$ cat src/rtl/fetch_pkg.sv
// rtl/fetch_pkg.sv - shared types and defaults for the instruction fetch sequencer
package fetch_pkg;

    localparam int TIMEOUT_CYCLES_DEFAULT = 64;

    typedef enum logic [2:0] {
        BOOT,
        REQ,
        WAIT_RESP,
        HOLD,
        DISCARD,
        HALT
    } fetch_state_t;

endpackage

$ cat src/rtl/timeout_counter.sv
// rtl/timeout_counter.sv - saturating wait counter with clear, enable and terminal-count flags
module timeout_counter #(
    parameter int MAX_COUNT = 64,
    localparam int W = $clog2(MAX_COUNT + 1)
) (
    input  logic clk,
    input  logic sync_rst_n,
    input  logic clear,
    input  logic enable,
    output logic tc,
    output logic at_max
);

    localparam logic [W-1:0] MAX_V  = W'(MAX_COUNT);
    localparam logic [W-1:0] LAST_V = W'(MAX_COUNT - 1);

    logic [W-1:0] count;

    always_ff @(posedge clk) begin
        if (!sync_rst_n || clear) begin
            count <= '0;
        end else if (enable && (count != MAX_V)) begin
            count <= count + 1'b1;
        end
    end

    // tc fires in the cycle whose increment lands on MAX_COUNT.
    assign tc     = enable && (count == LAST_V);
    assign at_max = (count == MAX_V);

endmodule

$ cat src/rtl/fetch_sequencer.sv
// rtl/fetch_sequencer.sv - instruction fetch control FSM with redirect, stall and request timeout
module fetch_sequencer
    import fetch_pkg::*;
#(
    parameter int TIMEOUT_CYCLES = TIMEOUT_CYCLES_DEFAULT
) (
    input  logic clk,
    input  logic sync_rst_n,
    input  logic stall_H,
    input  logic redirect_E,
    input  logic imem_req_ready,
    input  logic imem_resp_valid,
    output logic imem_req_valid,
    output logic enable_fetch_H,
    output logic flush_D,
    output logic instr_valid_F,
    output logic fetch_timeout
);

    fetch_state_t state, next_state;
    logic timeout_q;
    logic req_c, en_c, flush_c, iv_c;
    logic cnt_clear, cnt_en, cnt_tc, cnt_at_max, expire;

    always_ff @(posedge clk) begin
        if (!sync_rst_n) begin
            state     <= BOOT;
            timeout_q <= 1'b0;
        end else begin
            state <= next_state;
            if (next_state == HALT) begin
                timeout_q <= 1'b1;
            end
        end
    end

    // Counter restarts only when a request is accepted, not on redirect into DISCARD.
    assign cnt_clear = (state == REQ) && (next_state == WAIT_RESP);
    assign cnt_en    = ((state == WAIT_RESP) || (state == DISCARD)) && !imem_resp_valid;
    assign expire    = cnt_tc || cnt_at_max;

    timeout_counter #(
        .MAX_COUNT (TIMEOUT_CYCLES)
    ) u_timeout_counter (
        .clk        (clk),
        .sync_rst_n (sync_rst_n),
        .clear      (cnt_clear),
        .enable     (cnt_en),
        .tc         (cnt_tc),
        .at_max     (cnt_at_max)
    );

    always_comb begin
        next_state = state;
        req_c      = 1'b0;
        en_c       = 1'b0;
        flush_c    = 1'b0;
        iv_c       = 1'b0;
        case (state)
            BOOT: begin
                next_state = REQ;
            end
            REQ: begin
                if (redirect_E) begin
                    en_c    = 1'b1;
                    flush_c = 1'b1;
                end else if (!stall_H) begin
                    req_c = 1'b1;
                    if (imem_req_ready) begin
                        next_state = WAIT_RESP;
                    end
                end
            end
            WAIT_RESP: begin
                if (redirect_E) begin
                    en_c    = 1'b1;
                    flush_c = 1'b1;
                    if (imem_resp_valid) begin
                        next_state = REQ;
                    end else if (expire) begin
                        next_state = HALT;
                    end else begin
                        next_state = DISCARD;
                    end
                end else if (imem_resp_valid) begin
                    iv_c = 1'b1;
                    if (stall_H) begin
                        next_state = HOLD;
                    end else begin
                        en_c       = 1'b1;
                        next_state = REQ;
                    end
                end else if (expire) begin
                    next_state = HALT;
                end
            end
            HOLD: begin
                if (redirect_E) begin
                    en_c       = 1'b1;
                    flush_c    = 1'b1;
                    next_state = REQ;
                end else if (stall_H) begin
                    iv_c = 1'b1;
                end else begin
                    en_c       = 1'b1;
                    next_state = REQ;
                end
            end
            DISCARD: begin
                if (redirect_E) begin
                    en_c    = 1'b1;
                    flush_c = 1'b1;
                end
                if (imem_resp_valid) begin
                    next_state = REQ;
                end else if (expire) begin
                    next_state = HALT;
                end
            end
            HALT: begin
                next_state = HALT;
            end
            default: begin
                next_state = BOOT;
            end
        endcase
    end

    // Outputs are forced low whenever reset is asserted, even mid-request.
    assign imem_req_valid = sync_rst_n && req_c;
    assign enable_fetch_H = sync_rst_n && en_c;
    assign flush_D        = sync_rst_n && flush_c;
    assign instr_valid_F  = sync_rst_n && iv_c;
    assign fetch_timeout  = sync_rst_n && timeout_q;

endmodule

$ cat config.mk
export PLATFORM = sky130hd
export DESIGN_NAME = fetch_sequencer
export DESIGN_NICKNAME = d
export VERILOG_FILES = /design/src/rtl/fetch_pkg.sv /design/src/rtl/timeout_counter.sv /design/src/rtl/fetch_sequencer.sv
export SDC_FILE = /design/constraint.sdc
export NUM_CORES = 1
export LEC_CHECK = 0
export BUFFER_PORTS_ARGS = -buffer_cell sky130_fd_sc_hd__buf_2
export CORE_AREA = 2 2 45 47
export CTS_CLUSTER_DIAMETER = 40
export DETAILED_ROUTE_END_ITERATION = 6
export DIE_AREA = 0 0 47 49
export HOLD_SLACK_MARGIN = 0.12
export PLACE_DENSITY_LB_ADDON = 0.05
export SETUP_SLACK_MARGIN = 0.2
export SYNTH_ARGS = -nofsm -noshare
export SYNTH_HDL_FRONTEND = slang
export SYNTH_HIERARCHICAL = 1
export SYNTH_SLANG_ARGS = --single-unit
$ cat constraint.sdc
create_clock -name clk -period 5.8 [get_ports clk]
set_clock_uncertainty 0.1 [all_clocks]
set_input_delay 1.16 -clock clk [delete_from_list [all_inputs] [get_ports clk]]
set_output_delay 1.16 -clock clk [all_outputs]
set_load 0.01 [all_outputs]
==> results of run 1 <==
cell families after synthesis:
kind of cell / count (synthesis) / share of synthesized area, %
mux: 2 / 2.75
flops: 11 / 30.2
simple gates: 42 / 36.1
xor+xnor: 3 / 3.61
compound gates: 17 / 18.2
buf+inv: 7 / 5.67
fa+ha+maj: 2 / 3.44
metrics by stage:
| stage | hold WS (ns) | setup WS, ns | power (mW) | utilization (%) |
|---|---|---|---|---|
| final | 0.406 | 2.59 | 0.146 | 44.2 |
| after floorplan | 0.365 | 2.69 | 0.0888 | - |
| after CTS | 0.413 | 2.57 | 0.149 | 44.2 |
| after global routing | 0.431 | 2.47 | 0.153 | 44.2 |
| after detailed placement | 0.399 | 2.58 | 0.0941 | 42.7 |
| after global placement | 0.389 | 2.60 | 0.0941 | 42.7 |
worst max-delay path, delay by kind of cell:
kind	cells	cell delay, ns
buf+inv	2	0.29
simple gates	3	0.51
routing by layer:
layer	track usage [%]	part of all wire, %	vias to the layer above
met1	20.7	54	266
met5	0	0	-
li1	-	-	328
met3	5.56	4.1	0
met2	18.9	41	9
met4	2.78	0	0
flip-flops by register name (all words and copies together) (netlist names):
register / count
u_timeout_counter/count: 7
timeout_q: 1
state: 3
cell usage after synthesis, types with 3 or more instances:
cell       n  area share [%]
o21ai_0    3             2.1
and2_1     3             2.6
a21oi_1    4             2.7
nand2_1   10             5.2
nand2b_1   3             2.6
nor2_1     4             2.1
inv_1      4             2.1
dfxtp_1   11              30
nor3_1     3             2.1
cell type report:
type	count	area, µm²	share of cell area [%]
multi-input cells	66	467	57.4
repair buffers	10	50.0	6.15
inverters	4	15.0	1.85
clock buffers	3	22.5	2.77
flip-flops and latches	11	220	27.1
clock inverters	1	5.00	0.615
well taps	27	33.8	4.15
path summary, 6_finish.rpt:
check | startpoint | end | slack [ns]
max reg2reg | state[1]$_SDFF_PN0_ | timeout_q$_SDFFE_PN0N_ | 3.35
min | u_timeout_counter/count[0]$_SDFFE_PP0P_ | u_timeout_counter/count[0]$_SDFFE_PP0P_ | 0.41
max | redirect_E | imem_req_valid | 2.59
min reg2reg | u_timeout_counter/count[0]$_SDFFE_PP0P_ | u_timeout_counter/count[0]$_SDFFE_PP0P_ | 0.41
report_power, final:
part / internal (mW) / switching (mW) / total [mW]
logic: 0.00654 / 0.00737 / 0.0139
registers: 0.0761 / 0.00200 / 0.0781
clock network: 0.0256 / 0.0285 / 0.0540
==> metrics, run 1 <==
commonest non-fill, non-tap cells in the layout 11 x dfxtp_1, 10 x nand2_1, 10 x buf_2; Pre-antenna DRT Iters 4; final cell count without fillers 122; syn nets 92; first-pass GRT wire length 2.42 mm; Routed wire per std cell 11.4 µm; placed cell area 786 µm²; Max IR drop VDD 0.126 mV; Synth Cell Area 728 µm²; unrepaired setup endpoints after global routing no; Setup Fix Bufs, Post-CTS 0; vias after detailed routing 603; via/cell ratio 4.94; Setup violations, final 0; Leakage 0.317 nW; number of antenna violations at the first check in global routing 0; initial DRC count 14; Root Driver clkbuf_4; RePlAce Congestion 0.794; num ports 11; Num CTS Buffers 3; Yosys cell types 40; # DRC 0; crit share post-route 55.4%; min cycle time layout 3.21 ns; Clock Latency Late Sink 0.27 ns; Final Hold Vio Count 0; largest net degree at the start of global routing 14; crit-path cells buf_2, nor2_1, nand2_1, nor4b_1, buf_2; Power per Cell Area 180 nW/µm²; worst rel slew slack 65.0%; critical path's largest stage delay 0.23 ns; hold path cells 2; register bit total from synthesis 11; f_max 311 MHz; # fillers 199; critical path class input port to output port; Layout area overhead 11.7%; CTS tree built; # resized after CTS 0; clock transition at the registers of the reported paths 0.08 ns; crit path max fanout 4; gr usage total 13.9%; share of cells above drive strength 1 21.1%; Die Height 49 µm; crit-path most repeated cell buf_2; Ant. Diodes 0; fin nets 104; Rows 16; # port buffers 10; clk sinks 11; total grt overflow 0; Critical Path Source Type input port; setup TNS 0 ns; CTS Hold Bufs 0; post-synthesis sequential area ratio 30.2%; DP HPWL 1.05 mm; Async S/R FF share, synth 0%; Avg Inst Size Synth 8.67 µm²; CTS H-tree depth 1; die width 47 µm; clk buf depth 2; Hold Path Class flip-flop to flip-flop; Crit-path slowest cell nor4b_1; Syn. warnings 6; Pins Over Slew Limit 0; ANT nets after route 0; outcome finished clean; number of max-cap violations 0; commonest non-fill, non-tap cell in the layout dfxtp_1; Die ar. 2300 µm²; Post-Syn Instances 84; crit end category output port; CP arrival 1.95 ns; Worst Reg-to-Reg Cells 7; Core Footprint 1840 µm²; vias in the first global route 562; Starting Density 39.5%; DRT Wirelength 1.39 mm; Post-Place Cells 118; CP Data Required Time 4.54 ns; cell area after layout 813 µm²; EDFF count, synth 0; Least-Margin Pin Slew 0.521 ns; Main synth FF type dfxtp_1
Note: power is estimated with default switching activity, not from simulation.
==> run 2: changes to the inputs <==
Settings changed: ABC_AREA set to 1.
Clock period 5.8 ns to 3.3 ns, I/O delays scaled along.
==> metrics, run 2 <==
CTS H-tree depth 1 (unchanged); via/cell ratio 4.63 (-6.4%); biggest regs u_timeout_counter/count x7, state x3, timeout_q x1; Largest Register u_timeout_counter/count; Critical Path Source Type input port; CP arrival 1.40 ns (-0.55 ns); initial DRC count 11 (-3); Post-synth top cells 24 x nand2_1, 20 x nor2_1, 19 x inv_1, 11 x dfxtp_1, 11 x nand3_1; gr usage total 16.0% (+2.1 points); Num CTS Buffers 3 (unchanged); CP Data Required Time 2.54 ns (-2.00 ns); total grt overflow 0 (unchanged); most numerous cell in the Yosys netlist nand2_1; clk sinks 11 (unchanged); Worst Reg-to-Reg Cells 16 (+9); CTS tree built; Leakage 0.416 nW (+31%); Power per Cell Area 306 nW/µm² (+70%); Yosys cell types 18 (-55%); outcome finished clean; number of max-cap violations 0 (unchanged); worst rel slew slack 72.0% (+7.0 points); HP Start timeout_q$_SDFFE_PN0N_; Hold Path Class flip-flop to flip-flop; critical path class input port to output port; register bit total from synthesis 11 (unchanged); commonest non-fill, non-tap cells in the layout 24 x nand2_1, 20 x nor2_1, 19 x inv_1; beginning of the critical path redirect_E; f_max 462 MHz; Die Height 49 µm (unchanged); Pre-antenna DRT Iters 4 (unchanged); crit end category output port; DRT Wirelength 1.54 mm (+11%); Ant. Diodes 0 (unchanged); RePlAce Congestion 0.859 (+8.2%); Least-Margin Pin Slew 0.419 ns (-0.103 ns); syn nets 131 (+42%); commonest non-fill, non-tap cell in the layout nand2_1; clock transition at the registers of the reported paths 0.07 ns (about the same); # port buffers 10 (unchanged); setup TNS 0 ns (unchanged); max reg flops 7 (unchanged); Yosys top cell area share 29.4% (-0.86 points); post-synthesis sequential area ratio 29.4% (-0.86 points); Starting Density 40.7% (+1.2 points); share of cells above drive strength 1 21.2% (+0.12 points); fin nets 146 (+40%); CTS Hold Bufs 0 (unchanged); # resized after CTS 0 (unchanged); WHS Endpoint timeout_q$_SDFFE_PN0N_; Routed wire per std cell 9.37 µm (-18%); Pins Over Slew Limit 0 (unchanged); Syn. warnings 6 (unchanged); dominant cells by area after synthesis dfxtp_1 29%, nand2_1 12%, nor2_1 10%, inv_1 9.5%, nand3_1 7.3%; unrepaired setup endpoints after global routing no; first-pass GRT wire length 2.71 mm (+12%); Final Hold Vio Count 0 (unchanged); ANT nets after route 0 (unchanged); vias after detailed routing 759 (+26%); Rows 16 (unchanged); die width 47 µm (unchanged); EDFF count, synth 0 (unchanged); Synth Cell Area 749 µm² (+2.9%); reg-to-reg endpoint timeout_q$_SDFFE_PN0N_; Post-Syn Instances 123 (+46%); Synth area leader dfxtp_1; R2R setup slack 1.25 ns (-2.10 ns); largest net degree at the start of global routing 8 (-6); # DRC 0 (unchanged); overall power 0.263 mW (+80%); clk buf depth 2 (unchanged); Main synth FF type dfxtp_1; Final Util 46.7% (+2.5 points); crit share post-route 65.6%; Die ar. 2300 µm² (unchanged); hold path cells 2 (unchanged); Async S/R FF share, synth 0% (unchanged); Avg Inst Size Synth 6.09 µm² (-30%); number of antenna violations at the first check in global routing 0 (unchanged); Setup violations, final 0 (unchanged); Root Driver clkbuf_4; worst flop-to-flop path startpoint state[1]$_SDFF_PN0_; Setup Fix Bufs, Post-CTS 0 (unchanged); Core Footprint 1840 µm² (unchanged); DP HPWL 1.24 mm (+19%); num ports 11 (unchanged); vias in the first global route 649 (+15%); Max IR drop VDD 0.168 mV (+34%); crit path max fanout 4 (unchanged); Clock Latency Late Sink 0.27 ns (about the same); Layout area overhead 14.7%; min cycle time layout 2.16 ns
[run 2: cell count changes after synthesis, moves of 3 or more]
cell and delta:
nand3_1 +10, nand2b_1 -3, nor2_1 +16, nor2_2 +5
nand2_1 +14, o21ai_0 +3, and2_1 -3, nand2_2 +5
inv_2 +3, inv_1 +15
[run 2: worst max-delay path, cell delays in order]
cell	delay, ns
buf_2	0.12
inv_1	0.11
nand2_1	0.06
nor2_1	0.18
a21oi_1	0.06
nor2_1	0.08
buf_2	0.13
[run 2: cell type report]
type                       count  area (µm²)
fill                         219         982
multi-input combinational     90         447
sequential                    11         220
inverter                      22        82.6
timing repair buffer          10        50.0
tap                           27        33.8
clock buffer                   4        26.3
[run 2: cells by family after synthesis]
group	after synthesis	share of synthesized area, %
flops	11	29.4
compound gates	14	9.68
fa+ha+maj	2	3.34
simple gates	74	46.6
buf+inv	22	11.0
[run 2: worst max path at each step]
stage                                   endpoint  slack (ns)  cells after the start
final                              instr_valid_F        1.14                      7
after detailed placement  timeout_q$_SDFFE_PN0N_        1.10                     16
after global routing      timeout_q$_SDFFE_PN0N_        0.95                     17
after floorplan                   imem_req_valid        1.38                      2
after global placement    timeout_q$_SDFFE_PN0N_        1.08                     16
after CTS                          instr_valid_F        1.13                      7
[run 2: power breakdown]
part / internal, mW / switching [mW] / leakage, nW
registers: 0.134 / 0.00317 / 0.0890
logic: 0.0114 / 0.0212 / 0.312
clock network: 0.0467 / 0.0462 / 0.0150
[run 2: routing by layer]
metal  vias to the layer above  GRT usage [%]  wire length, µm
met5                         -              0                0
met4                         0           5.56               24
met3                         4           4.44               54
met2                        14           25.6              743
met1                       326           19.9              715
li1                        415              -                -
[run 2: through the flow]
step / instances / hold WS [ns] / area (µm²) / setup WS (ns)
4_1_cts: 164 / 0.355 / 860 / 1.13
2_1_floorplan: 123 / 0.317 / 749 / 1.38
3_5_place_dp: 160 / 0.336 / 833 / 1.10
6_report: 164 / 0.354 / 860 / 1.14
5_1_grt: 164 / 0.394 / 860 / 0.945
3_3_place_gp: 160 / 0.330 / 833 / 1.08
==> run 3: changes to the inputs <==
Settings changed: ABC_AREA 1 to 0.
Clock period 3.3 ns to 2 ns, I/O delays scaled along.
==> metrics, run 3 (synthesis gave the netlist of run 1 again) <==
crit path max fanout 6 (+2); Routed wire per std cell 12.5 µm (+34%); crit end category output port; number of antenna violations at the first check in global routing 0 (unchanged); first-pass GRT wire length 2.59 mm (-4.6%); Pre-antenna DRT Iters 5 (+1); Worst Reg-to-Reg Cells 8 (-8); # fillers 181 (-17%); HP Start imem_req_ready; commonest non-fill, non-tap cells in the layout 10 x nand2_1, 10 x buf_2, 8 x buf_4, 8 x dfxtp_1, 4 x inv_1; total grt overflow 0 (unchanged); WHS Endpoint state[1]$_SDFF_PN0_; Core Footprint 1840 µm² (unchanged); # port buffers 10 (unchanged); Least-Margin Pin Slew 0.337 ns (-0.0813 ns); Root Driver clkbuf_4; Max IR drop VDD 0.489 mV (+190%); Hold Path Class input port to flip-flop; min cycle time layout 1.87 ns; Largest Register u_timeout_counter/count; Starting Density 39.5% (-1.2 points); Num CTS Buffers 3 (unchanged); crit share post-route 93.4%; largest net degree at the start of global routing 13 (+5); pre-CTS WS 0.178 ns (-0.923 ns); reg-to-reg endpoint timeout_q$_SDFFE_PN0N_; initial DRC count 22 (+11); clock transition at the registers of the reported paths 0.07 ns (about the same); Critical Path Source Type flip-flop; clk buf depth 2 (unchanged); num ports 11 (unchanged); Clock Latency Late Sink 0.27 ns (about the same); f_max 535 MHz; critical path class flip-flop to output port; worst flop-to-flop path startpoint state[1]$_SDFF_PN0_; register area 226 µm² (+2.8%); CP Data Required Time 1.50 ns (-1.04 ns); setup TNS 0 ns (unchanged); ANT nets after route 0 (unchanged); outcome finished clean; footprint of the multi-input gates 523 µm² (+17%); Ant. Diodes 0 (unchanged); die width 47 µm (unchanged); unrepaired setup endpoints after global routing yes; Final Hold Vio Count 0 (unchanged); vias after detailed routing 712 (-6.2%); Die ar. 2300 µm² (unchanged); number of max-cap violations 0 (unchanged); clk sinks 11 (unchanged); R2R setup slack 0.23 ns (-1.02 ns); biggest regs u_timeout_counter/count x7, state x3, timeout_q x1; worst rel slew slack 77.3% (+5.3 points); hold path cells 3 (+1); gr usage total 15.4% (-0.58 points); fin nets 114 (-22%); CP arrival 1.37 ns (-0.03 ns); Rows 16 (unchanged); max reg flops 7 (unchanged); share of cells above drive strength 1 38.1% (+17 points); Layout area overhead 32.0%; # DRC 0 (unchanged); Power per Cell Area 456 nW/µm² (+49%); DP HPWL 1.18 mm (-5.4%); via/cell ratio 5.39 (+17%); Pins Over Slew Limit 0 (unchanged); DRT Wirelength 1.65 mm (+7.5%); Die Height 49 µm (unchanged); Final WS setup 0.133 ns (-1.00 ns); vias in the first global route 611 (-5.9%); Leakage 0.377 nW (-9.3%); CTS tree built; Setup violations, final 0 (unchanged); RePlAce Congestion 0.803 (-6.5%); CTS H-tree depth 1 (unchanged)
## run 3: cell count changes in the layout (fill, tap and decap cells not counted), moves of 4 or more
| cell | previous run | this run |
|---|---|---|
| nor2_2 | 5 | 1 |
| nand3_1 | 11 | 0 |
| nand2_2 | 5 | 0 |
| nand2_1 | 24 | 10 |
| nor2_1 | 20 | 3 |
| buf_4 | 0 | 8 |
| o21ai_0 | 6 | 2 |
| inv_1 | 19 | 4 |
## run 3: report_power, final
part	switching, mW	total [mW]	internal, mW
registers	0.00381	0.224	0.221
logic	0.0305	0.0599	0.0294
clock network	0.0772	0.154	0.0772
total	0.111	0.439	0.327
## run 3: timing repair
action / 4_1_cts / 5_1_grt
pin swaps: 2 / 2
hold buffers: 0 / 0
endpoints found under the setup margin: 5 / 7
gates resized for setup: 8 / 9
setup buffers: 1 / 3
## run 3: layer usage
layer | routed length [µm] | up-vias | track usage (%)
li1 | - | 347 | -
met1 | 792 | 334 | 20.8
met2 | 744 | 29 | 22.8
met3 | 102 | 2 | 5.56
met4 | 13 | 0 | 4.17
met5 | 0 | - | 0
## run 3: area by class of cell
| cell class | instances | share of cell area (%) |
|---|---|---|
| Tap cell | 27 | 3.52 |
| Multi-Input combinational cell | 66 | 54.4 |
| Inverter | 4 | 1.56 |
| Clock buffer | 4 | 2.73 |
| Timing Repair Buffer | 20 | 14.2 |
| Sequential cell | 11 | 23.6 |
## run 3: worst max path at each step
stage                                       startpoint  slack [ns]  depth (start not counted)                     end
2_1_floorplan                      state[2]$_SDFF_PN0_        0.20                          8  timeout_q$_SDFFE_PN0N_
3_3_place_gp   u_timeout_counter/count[0]$_SDFFE_PP0P_        0.22                          7  timeout_q$_SDFFE_PN0N_
3_5_place_dp   u_timeout_counter/count[0]$_SDFFE_PP0P_        0.18                          7  timeout_q$_SDFFE_PN0N_
4_1_cts                            state[2]$_SDFF_PN0_        0.13                          5                 flush_D
5_1_grt                            state[1]$_SDFF_PN0_        0.10                          5                 flush_D
6_report                           state[1]$_SDFF_PN0_        0.13                          5                 flush_D
## run 3: critical path, stage by stage, from the launching register on
cell	delay, ns
dfxtp_2	0.34
buf_8	0.12
or3_4	0.38
nand3_4	0.09
nor2_1	0.04
buf_2	0.13
## run 3: stage by stage
stage / util, % / area, µm² / hold WS, ns / cells / power (mW)
final: 52.2 / 961 / 0.348 / 132 / 0.439
after global routing: 52.2 / 961 / 0.376 / 132 / 0.460
after CTS: 48.6 / 896 / 0.349 / 129 / 0.435
after detailed placement: 45.4 / 836 / 0.396 / 124 / 0.278
after global placement: 45.4 / 836 / 0.383 / 124 / 0.279
after floorplan: - / 733 / 0.365 / 84 / 0.258
